**src/rtl/or_gate_1_pkg.sv**
```systemverilog
// Shared defaults and small helpers for the or_gate_1 library cell.
// Holds no state and adds no logic of its own.
package or_gate_1_pkg;

   localparam int unsigned OR_WIDTH_DEF = 1;
   localparam int unsigned OR_CNT_W_DEF = 8;

   // A rising edge is seen as "high now, low on the previous cycle".
   function automatic logic rise_det(input logic cur, input logic prev);
      return cur & ~prev;
   endfunction

endpackage

```
**src/rtl/or_gate_1_sat_counter.sv**
```systemverilog
// Saturating up-counter: adds one on each enabled clk edge and sticks at all-ones.
// Only reset clears it. The count is registered, so it is visible one edge after the enable is sampled.
module or_gate_1_sat_counter #(
   parameter int unsigned CNT_W = 8
) (
   input  logic             clk,
   input  logic             rst_n,
   input  logic             en_i,
   output logic [CNT_W-1:0] cnt_o
);

   localparam logic [CNT_W-1:0] CNT_MAX = {CNT_W{1'b1}};

   logic [CNT_W-1:0] cnt_q;
   logic [CNT_W-1:0] cnt_d;

   always_comb begin
      cnt_d = cnt_q;
      if (en_i && (cnt_q != CNT_MAX)) begin
         cnt_d = cnt_q + 1'b1;
      end
   end

   always_ff @(posedge clk or negedge rst_n) begin
      if (!rst_n) begin
         cnt_q <= '0;
      end else begin
         cnt_q <= cnt_d;
      end
   end

   assign cnt_o = cnt_q;

endmodule

```
**src/rtl/or_gate_1.sv**
```systemverilog
// Bitwise OR cell with a combinational result, a registered copy, an any-high flag, a rise pulse and a cycle counter.
// Q has zero latency, Q_reg/Q_any one cycle, rise_pulse two cycles. There is no flow control.
module or_gate_1
   import or_gate_1_pkg::*;
#(
   parameter int unsigned WIDTH = OR_WIDTH_DEF,
   parameter int unsigned CNT_W = OR_CNT_W_DEF
) (
   input  logic             clk,
   input  logic             rst_n,
   input  logic [WIDTH-1:0] A,
   input  logic [WIDTH-1:0] B,
   output logic [WIDTH-1:0] Q,
   output logic [WIDTH-1:0] Q_reg,
   output logic             Q_any,
   output logic             rise_pulse,
   output logic [CNT_W-1:0] hi_count
);

   logic [WIDTH-1:0] q_reg_q;
   logic [WIDTH-1:0] q_reg_d;
   logic             prev_q;
   logic             prev_d;
   logic             rise_q;
   logic             rise_d;
   logic             q_any;

   // Q is kept clear of clk/rst_n so the cell still works as a plain OR when it is left unclocked.
   assign Q     = A | B;
   assign q_any = |q_reg_q;

   always_comb begin
      q_reg_d = Q;
      prev_d  = q_any;
      rise_d  = rise_det(q_any, prev_q);
   end

   always_ff @(posedge clk or negedge rst_n) begin
      if (!rst_n) begin
         q_reg_q <= '0;
         prev_q  <= 1'b0;
         rise_q  <= 1'b0;
      end else begin
         q_reg_q <= q_reg_d;
         prev_q  <= prev_d;
         rise_q  <= rise_d;
      end
   end

   or_gate_1_sat_counter #(
      .CNT_W (CNT_W)
   ) u_hi_cnt (
      .clk   (clk),
      .rst_n (rst_n),
      .en_i  (q_any),
      .cnt_o (hi_count)
   );

   assign Q_reg      = q_reg_q;
   assign Q_any      = q_any;
   assign rise_pulse = rise_q;

endmodule

```
**config.mk**
```make
export PLATFORM = sky130hd
export DESIGN_NAME = or_gate_1
export DESIGN_NICKNAME = d
export VERILOG_FILES = /design/src/rtl/or_gate_1_pkg.sv /design/src/rtl/or_gate_1_sat_counter.sv /design/src/rtl/or_gate_1.sv
export SDC_FILE = /design/constraint.sdc
export NUM_CORES = 1
export LEC_CHECK = 0
export CAP_MARGIN = 25
export CELL_PAD_IN_SITES_DETAIL_PLACEMENT = 1
export CELL_PAD_IN_SITES_GLOBAL_PLACEMENT = 1
export CORE_UTILIZATION = 36
export CTS_CLUSTER_SIZE = 24
export DETAILED_ROUTE_END_ITERATION = 12
export PLACE_DENSITY_LB_ADDON = 0.1
export SLEW_MARGIN = 0
export SYNTH_ARGS = -nofsm -noshare
export SYNTH_HDL_FRONTEND = slang
export SYNTH_SLANG_ARGS = --single-unit
export TNS_END_PERCENT = 30
```
**constraint.sdc**
```tcl
create_clock -name clk -period 4.5 [get_ports clk]
set_clock_uncertainty 0.2 [all_clocks]
set_input_delay 1.35 -clock clk [delete_from_list [all_inputs] [get_ports clk]]
set_output_delay 1.35 -clock clk [all_outputs]
set_load 0.03 [all_outputs]
```
==> summary.txt, run 1 <==
Run status
  – Status: finished, final reports clean

Worst hold path
  – Worst hold path type: register to register
  – Worst hold path endpoint: rise_pulse$_DFF_PN0_
  – HP Start: prev_q$_DFF_PN0_
  – Hold Crit Depth: 1

Place
  – Port Buffers: 15
  – Detailed placer's ending HPWL: 764 um
  – Cell Area, Placed: 667 um2
  – GPL Wtd Cong: 0.774
  – Cell Count Post-Placement: 69

Logic synthesis
  – Synth Register Bits: 11
  – Mux contribution to synthesized area: 0.0520
  – Distinct cells, synth: 22
  – Xor/xnor cell area share of the yosys netlist: 0.0866
  – Area share of fa/ha/maj cells after synthesis: 0.0248
  – Synthesized area: 505 um2
  – Syn Inst Count: 40
  – Sequential fraction of the synthesis area: 0.545
  – Compound-cell area share of the yosys netlist: 0.0866
  – Synth Warn #: 0
  – Main combinational cell family by area after synthesis: simple AND/OR/NAND/NOR gates
  – Avg Synthesized Cell Area: 12.6 um2
  – Synth Area in Simple Gates: 0.183
  – Post-Syn Nets: 45

Cells and area
  – Layout cell share with drive strength beyond 1: 0.190
  – Final Non-Filler Cells: 73
  – Most frequent cells in the layout: clkdlybuf4s50_1 (15), dfrtp_1 (11)
  – Post-route cell area: 693 um2
  – Final Core Density: 0.533
  – Area occupied by multi-input gates: 219 um2
  – Commonest non-fill, non-tap cell in the layout: clkdlybuf4s50_1
  – ANT cells: 0
  – Layout filler cell count: 132
  – Nets: 64
  – Area growth from synthesis to layout: 37.1%
  – Reg area: 275 um2

Clock network
  – Cts repair resizes: 0
  – Post-CTS setup buffer count: 0
  – Worst skew pair latency: 0.28 ns
  – CTS tree: yes
  – Hold buffers post-CTS: 0
  – Root buffer cell: clkbuf_4
  – CTS buffer count: 3
  – Num Clock Sinks: 11
  – Reg clk slew, reported paths: 0.07 ns
  – Max clock buf depth: 2
  – H-tree levels: 1

Job
  – # Max-Cap Violations: 0

Drt
  – Iter 0 DRT Violations: 4
  – DR WL/cell: 14.0 um
  – DR vias: 376
  – DRT antenna net count: 0
  – Residual DRC count: 0
  – Vias/cell: 5.15
  – Drt first pass iters: 2
  – Detailed Route WL: 1020 um

Critical path
  – Crit path arrival time: 2.64 ns
  – Worst setup SP type: input port
  – RR Endpoint: u_hi_cnt.cnt_o[1]$_DFFE_PN0P_
  – CP most frequent cell: clkdlybuf4s50_1
  – Worst endpoint required time: 2.95 ns
  – CP top delay family: buffers and inverters
  – FF-to-FF Start: u_hi_cnt.cnt_o[0]$_DFFE_PN0P_
  – Max Fanout on Critical Path: 2
  – CP max stage delay: 0.59 ns
  – Cells along the critical path: clkdlybuf4s50_1, or2_2, clkdlybuf4s50_1
  – Stages on worst setup path: 3
  – Kind of critical path: input port to output pin
  – CP max-delay cell: clkdlybuf4s50_1
  – Worst reg2reg path depth: 4
  – CP Capture Type: output pin
  – Buf/Inv on CP: 2
  – FF-to-FF setup slack: 2.87 ns

Global route
  – Total GRT Usage: 0.174
  – Initial antenna violation count: 0
  – Largest net degree at the start of global routing: 12
  – Vias in the first global route: 398
  – First-pass GRT wire length: 1640 um
  – Remaining Overflow, GRT: 0

Die
  – FP Rows: 13
  – Core box area: 1300 um2
  – I/O pin count: 16
  – Initial core utilization: 0.388
  – Die Y: 39.5 um
  – Die ar.: 1560 um2
  – Die width: 39.5 um

Power and ir drop
  – Leakage dissipation: 0.293 nW
  – Pwr Density: 691 nW/um2
  – Max rail drop VDD: 0.336 mV
  – Total design power: 0.000479 W

STA
  – Minimum clock period: 4.19 ns
  – Relative slew slack: 0.683
  – RSZ-0062 raised after global routing: no
  – Final Hold Violating Endpoints: 0
  – Setup TNS: 0 ns
  – Final setup viols: 0
  – Worst-Margin Slew: 0.474 ns
  – Fmax: 238 MHz
  – Max-slew violations: 0
  – Part of the cycle the worst path needs: 0.932
## synthesized netlist by cell type
master | instances | area share
a21oi_1 | 3 | 0.030
nor2b_1 | 1 | 0.012
nand3_1 | 1 | 0.0099
mux2_1 | 1 | 0.022
buf_4 | 1 | 0.015
inv_1 | 1 | 0.0074
o21ai_2 | 1 | 0.017
and3_4 | 1 | 0.022
o211ai_1 | 1 | 0.015
nor3_2 | 1 | 0.020
and3_1 | 1 | 0.012
nand4_2 | 1 | 0.025
mux2_4 | 1 | 0.030
nand2_1 | 3 | 0.022
ha_1 | 1 | 0.025
xor2_1 | 3 | 0.052
xnor2_1 | 2 | 0.035
dfrtp_1 | 11 | 0.54
nand4_1 | 2 | 0.025
or2_2 | 1 | 0.012
and4_4 | 1 | 0.022
a211oi_2 | 1 | 0.025
## kinds of logic after synthesis
logic type      count (synthesis)
simple gates                   13
fa+ha+maj                       1
compound gates                  6
mux                             2
flops                          11
buf+inv                         2
xor+xnor                        5
## routing by layer
metal	track usage	routed length, um	vias to the layer above
met1	0.177	426	181
met4	0.129	34	0
met5	0	0	-
met3	0.0682	62	5
met2	0.283	496	13
li1	-	-	177
## registers in the layout (all words and copies together), names as in the netlist
| register | flops |
|---|---|
| Q_any | 1 |
| prev_q | 1 |
| u_hi_cnt.cnt_o | 8 |
| rise_pulse | 1 |
## area by class of cell
class	count	share of cell area
repair buffers	15	0.217
inverters	1	0.00542
flip-flops and latches	11	0.397
clock buffers	4	0.0379
multi-input cells	27	0.316
well taps	15	0.0271
## through the flow
step / hold WS, ns / setup slack, ns
after CTS: 0.201 / 0.298
after global placement: 0.187 / 0.319
after detailed placement: 0.191 / 0.304
after floorplan: 0.178 / 1.23
after global routing: 0.232 / 0.288
final: 0.199 / 0.307
## worst max path at each step
stage / from / to / slack, ns
floorplan: B / Q / 1.23
global placement: B / Q / 0.32
detailed placement: B / Q / 0.30
CTS: B / Q / 0.30
global route: B / Q / 0.29
finish: B / Q / 0.31
## worst reg2reg max path, cell delays in order (launching register included)
cell and delay, ns:
dfrtp_1 0.41, ha_1 0.23, nand3_1 0.13, o21ai_2 0.21
mux2_1 0.34
## power by group
group | leakage [nW] | internal, W | switching (W)
Sequential | 0.131 | 0.000134 | 0.0000532
Clock | 0.0150 | 0.0000344 | 0.0000350
Combinational | 0.147 | 0.000102 | 0.000120
Note: power is estimated with default switching activity, not from simulation.
==> run 2, diff against run 1 <==
==> constraint.sdc (replaced) <==
create_clock -name clk -period 4.5 [get_ports clk]
set_clock_uncertainty 0.2 [all_clocks]
set_input_delay 0.675 -clock clk [delete_from_list [all_inputs] [get_ports clk]]
set_output_delay 0.675 -clock clk [all_outputs]
set_load 0.03 [all_outputs]
==> results of run 2 <==
The final DEF is identical to that of run 1. Status: finished, final reports clean.
Main changes from that run: setup slack after placement 0.304 ns -> 1.65 ns; setup slack after layout 0.307 ns -> 1.66 ns
==> run 3, diff against run 2 <==
CORE_UTILIZATION = 33   (was 36)
clock period = 2.65 ns   (was 4.5 ns; I/O delays follow)
==> run 3 against run 2 <==
Critical path depth unchanged. Utilization decreased by 2.5 points. Combinational power increased by 72%. Sequential power increased by 72%. Global-route usage decreased by 3.1 points. Register-to-register slack got worse by 1.9 ns. Clock power increased by 60%. Cell count unchanged. Largest cell class unchanged. Largest power group unchanged.
==> summary.txt, run 3 (same netlist as run 1, synthesis figures left out) <==
Cells and area
  – Area growth from synthesis to layout: 37.1%
  – Layout cell share with drive strength beyond 1: 0.190
  – ANT cells: 0
  – Most frequent cells in the layout: clkdlybuf4s50_1 (15), dfrtp_1 (11)
  – Max FFs per register: 8
  – Final Core Density: 0.507
  – Commonest non-fill, non-tap cell in the layout: clkdlybuf4s50_1
  – Nets: 64
  – Final Non-Filler Cells: 73
  – Layout filler cell count: 157

Drt
  – DRT antenna net count: 0
  – Detailed Route WL: 1070 um
  – Residual DRC count: 0
  – DR vias: 377
  – DR WL/cell: 14.6 um
  – Drt first pass iters: 4
  – Iter 0 DRT Violations: 3
  – Vias/cell: 5.16

Clock network
  – Cts repair resizes: 0
  – Reg clk slew, reported paths: 0.07 ns
  – Post-CTS setup buffer count: 0
  – CTS tree: yes
  – Root buffer cell: clkbuf_4
  – Hold buffers post-CTS: 0
  – Max clock buf depth: 2
  – CTS buffer count: 3
  – Worst skew pair latency: 0.26 ns
  – H-tree levels: 1
  – Num Clock Sinks: 11

Critical path
  – Worst setup SP type: input port
  – Kind of critical path: input port to output pin
  – CP Capture Type: output pin
  – Crit path arrival time: 1.69 ns
  – Max Fanout on Critical Path: 2
  – Worst endpoint required time: 2.05 ns
  – FF-to-FF setup slack: 0.98 ns

Global route
  – Vias in the first global route: 335
  – Largest net degree at the start of global routing: 12
  – First-pass GRT wire length: 1500 um
  – Total GRT Usage: 0.143
  – Remaining Overflow, GRT: 0
  – Initial antenna violation count: 0

Power and ir drop
  – Total design power: 0.000814 W
  – Leakage dissipation: 0.293 nW
  – Max rail drop VDD: 0.474 mV
  – Pwr Density: 1170 nW/um2

Die
  – FP Rows: 13
  – Initial core utilization: 0.370
  – Core box area: 1370 um2
  – Die Y: 41.1 um
  – Die width: 41.1 um
  – Die ar.: 1690 um2
  – I/O pin count: 16

STA
  – RSZ-0062 raised after global routing: no
  – Max-slew violations: 0
  – Minimum clock period: 2.29 ns
  – Fmax: 437 MHz
  – Relative slew slack: 0.667
  – Worst Hold Slack: 0.205 ns
  – Part of the cycle the worst path needs: 0.863
  – Final setup viols: 0
  – Final Hold Violating Endpoints: 0
  – Setup TNS: 0 ns
  – Worst-Margin Slew: 0.498 ns

Run status
  – Status: finished, final reports clean

Place
  – Port Buffers: 15
  – Cell Count Post-Placement: 69
  – Detailed placer's ending HPWL: 822 um
  – GPL Wtd Cong: 0.791

Job
  – # Max-Cap Violations: 0

Worst hold path
  – Worst hold path type: register to register
## run 3: cell counts in the layout (fill, tap and decap cells not counted)
Identical to the previous run, type by type.
## run 3: cell type report
type                            instances  area [um2]  area share
Tap cell                               15        18.8      0.0271
Sequential cell                        11         275       0.397
Clock buffer                            4        26.3      0.0379
Inverter                                1        3.75     0.00542
Multi-Input combinational cell         27         219       0.316
Timing Repair Buffer                   15         150       0.217
## run 3: per-stage QoR
stage / setup slack [ns] / cell area [um2]
floorplan: 0.905 / 505
global placement: 0.374 / 667
detailed placement: 0.358 / 667
CTS: 0.353 / 693
global route: 0.323 / 693
finish: 0.363 / 693
## run 3: worst paths after layout
check	startpoint	end	depth (start not counted)
max in group asynchronous	rst_n	prev_q$_DFF_PN0_	1
worst max-delay path	B	Q	3
worst min-delay path	prev_q$_DFF_PN0_	rise_pulse$_DFF_PN0_	1
min in group asynchronous	rst_n	u_hi_cnt.cnt_o[0]$_DFFE_PN0P_	1
worst max register to register	u_hi_cnt.cnt_o[0]$_DFFE_PN0P_	u_hi_cnt.cnt_o[1]$_DFFE_PN0P_	4
worst min register to register	prev_q$_DFF_PN0_	rise_pulse$_DFF_PN0_	1
## run 3: worst max-delay path: stages
cell	delay (ns)
clkdlybuf4s50_1	0.39
or2_2	0.30
clkdlybuf4s50_1	0.60
## run 3: per-layer routing
metal / GRT usage / vias to the layer above / wire length [um]
met5: 0 / - / 0
met4: 0.0968 / 0 / 8
met3: 0.0326 / 2 / 48
met2: 0.219 / 11 / 522
met1: 0.177 / 185 / 489
li1: - / 179 / -
## run 3: report_power, final
group          total [W]  internal, W  leakage [nW]  switching (W)
combinational   0.000381     0.000174         0.147       0.000207
sequential      0.000322     0.000228         0.131      0.0000938
clock           0.000111    0.0000581        0.0150      0.0000528
total           0.000814     0.000461         0.293       0.000353
==> edit (settings of run 3) <==
`OR_CNT_W_DEF`: 8 -> 12.
--- a/src/rtl/or_gate_1_pkg.sv
+++ b/src/rtl/or_gate_1_pkg.sv
@@ -5,3 +5,3 @@
    localparam int unsigned OR_WIDTH_DEF = 1;
-   localparam int unsigned OR_CNT_W_DEF = 8;
+   localparam int unsigned OR_CNT_W_DEF = 12;
 
Ports: changed (resized hi_count); port bits go from 16 to 20. No check against the original RTL was run, so the function may have changed too.
==> edit against run 3 <==
Area after synthesis increased by 37%. Routed wire length increased by 29%. Worst setup slack got worse by 2.1 ps. Sequential cell count increased by 4. Largest cell class unchanged. First-iteration DRC count increased by 33%. Design area increased by 34%. Die area increased by 35%. Highest routed layer unchanged. Power increased by 13%.
==> edit: results (changes against run 3) <==
[run_status]
outcome=finished, final reports clean

[synthesis]
synth_area_leaders=dfrtp_1 (54%), xnor2_1 (7.6%), nand3_1 (5.0%)
netlist_instances=59  ; +48%
synth_seq_cells=15  ; +4
synth_top_cells_by_count=dfrtp_1 (15), nand3_1 (7), xnor2_1 (6)
synth_compound_area_share_pct=10.1  ; +1.4 points
synth_adder_area_share_pct=1.80  ; -0.67 points
ys_types=25  ; +14%
syn-num-nets=64  ; +42%
async_flop_share_pct=100  ; unchanged
synth_xor_area_share_pct=10.1  ; +1.4 points
synth_mux_area_share_pct=1.62  ; -3.6 points
yosysSeqAreaShare_pct=54.1  ; -0.40 points

[power]
peakVddDrop_v=0.000463  ; -2.3%
p_sw_share_pct=42.4  ; -1.0 points
p_leak_nw=0.372  ; +27%

[worst_setup_path]
reg2regPathDepth=5  ; +1
r2r_end=u_hi_cnt.cnt_o[10]$_DFFE_PN0P_
r2r_setup_slack_ps=860  ; -120 ps
path_max_fanout=2  ; unchanged

[placed_design]
place.detailed.instances=103  ; +49%
place_area_um2=900  ; +35%
portBuffers=19  ; +4
globalplace.congestion=0.684  ; -13%
post-place-ws_ps=359  ; +1.08 ps
hpwl_mm=1.02  ; +24%

[worst_hold_path]
hold_depth=1  ; unchanged

[clock_tree]
clkTransAtPathRegs_ps=90  ; +20 ps
postCtsSetupBuffers=0  ; unchanged
insertion_delay_ps=280  ; +20 ps

[grt]
grt_max_degree=16  ; +4
grt_usage_pct=13.5  ; -0.80 points
grt_pass1_vias=469  ; +40%
use_met3_pct=2.26  ; -1.0 points
grt_first_pass_wirelength_mm=2.17  ; +44%
use_met1_pct=19.6  ; +1.9 points
use_met2_pct=20.8  ; -1.1 points

[sta]
holdWs_ps=196  ; -8.36 ps
worst_slew_pin_slew_ps=662  ; +164 ps

[finish]
largest_reg_flops=12  ; +4
clock_area_share_pct=2.84  ; -0.95 points
seq_share_pct=40.5  ; +0.83 points
buffers=19  ; +4
buf_share_pct=20.5  ; -1.1 points
drive_gt1_share_pct=12.5  ; -6.5 points
nMultiInputCombCells=41  ; +52%
multi_input_area_share_pct=32.0  ; +0.44 points
n_all_inverters=1  ; unchanged
multi_input_comb_area_um2=297  ; +35%
layout.nets=86  ; +34%
fillers=237  ; +51%
antenna_cells=0  ; unchanged

[detailed_routing]
wl_met3_um=57  ; +19%
wl_mm=1.38  ; +29%
dr.first_iter.drc_count=4  ; +1
wl_met2_um=639  ; +22%
viasPerCell=5.05  ; -2.3%
wirelength_met1_um=678  ; +39%
dr.pass1.iters=3  ; -1
vias=540  ; +43%

[edit: cell types whose count changed after synthesis, sizes merged, moves of 3 or more]
cell   before  now
nand4       3    0
xnor2       2    6
dfrtp      11   15
nand3       1    7
nor2        0    4
[edit: how the worst max path moves through the flow]
stage                                             start                       endpoint  slack [ps]
after global placement                                B                              Q         380
after global routing                                  B                              Q         330
after floorplan           u_hi_cnt.cnt_o[4]$_DFFE_PN0P_  u_hi_cnt.cnt_o[1]$_DFFE_PN0P_         790
after CTS                                             B                              Q         350
after detailed placement                              B                              Q         360
final                                                 B                              Q         360
[edit: critical path: stages]
cell	delay (ps)
clkdlybuf4s50_1	390
or2_2	300
clkdlybuf4s50_1	600
[edit: power by group through the flow]
stage / registers, mW / clock network, mW / logic (mW)
2_1_floorplan: 0.483 / 0 / 0.147
6_report: 0.374 / 0.131 / 0.415
3_3_place_gp: 0.377 / 0 / 0.414
3_5_place_dp: 0.379 / 0 / 0.422
5_1_grt: 0.389 / 0.145 / 0.453
4_1_cts: 0.375 / 0.132 / 0.422
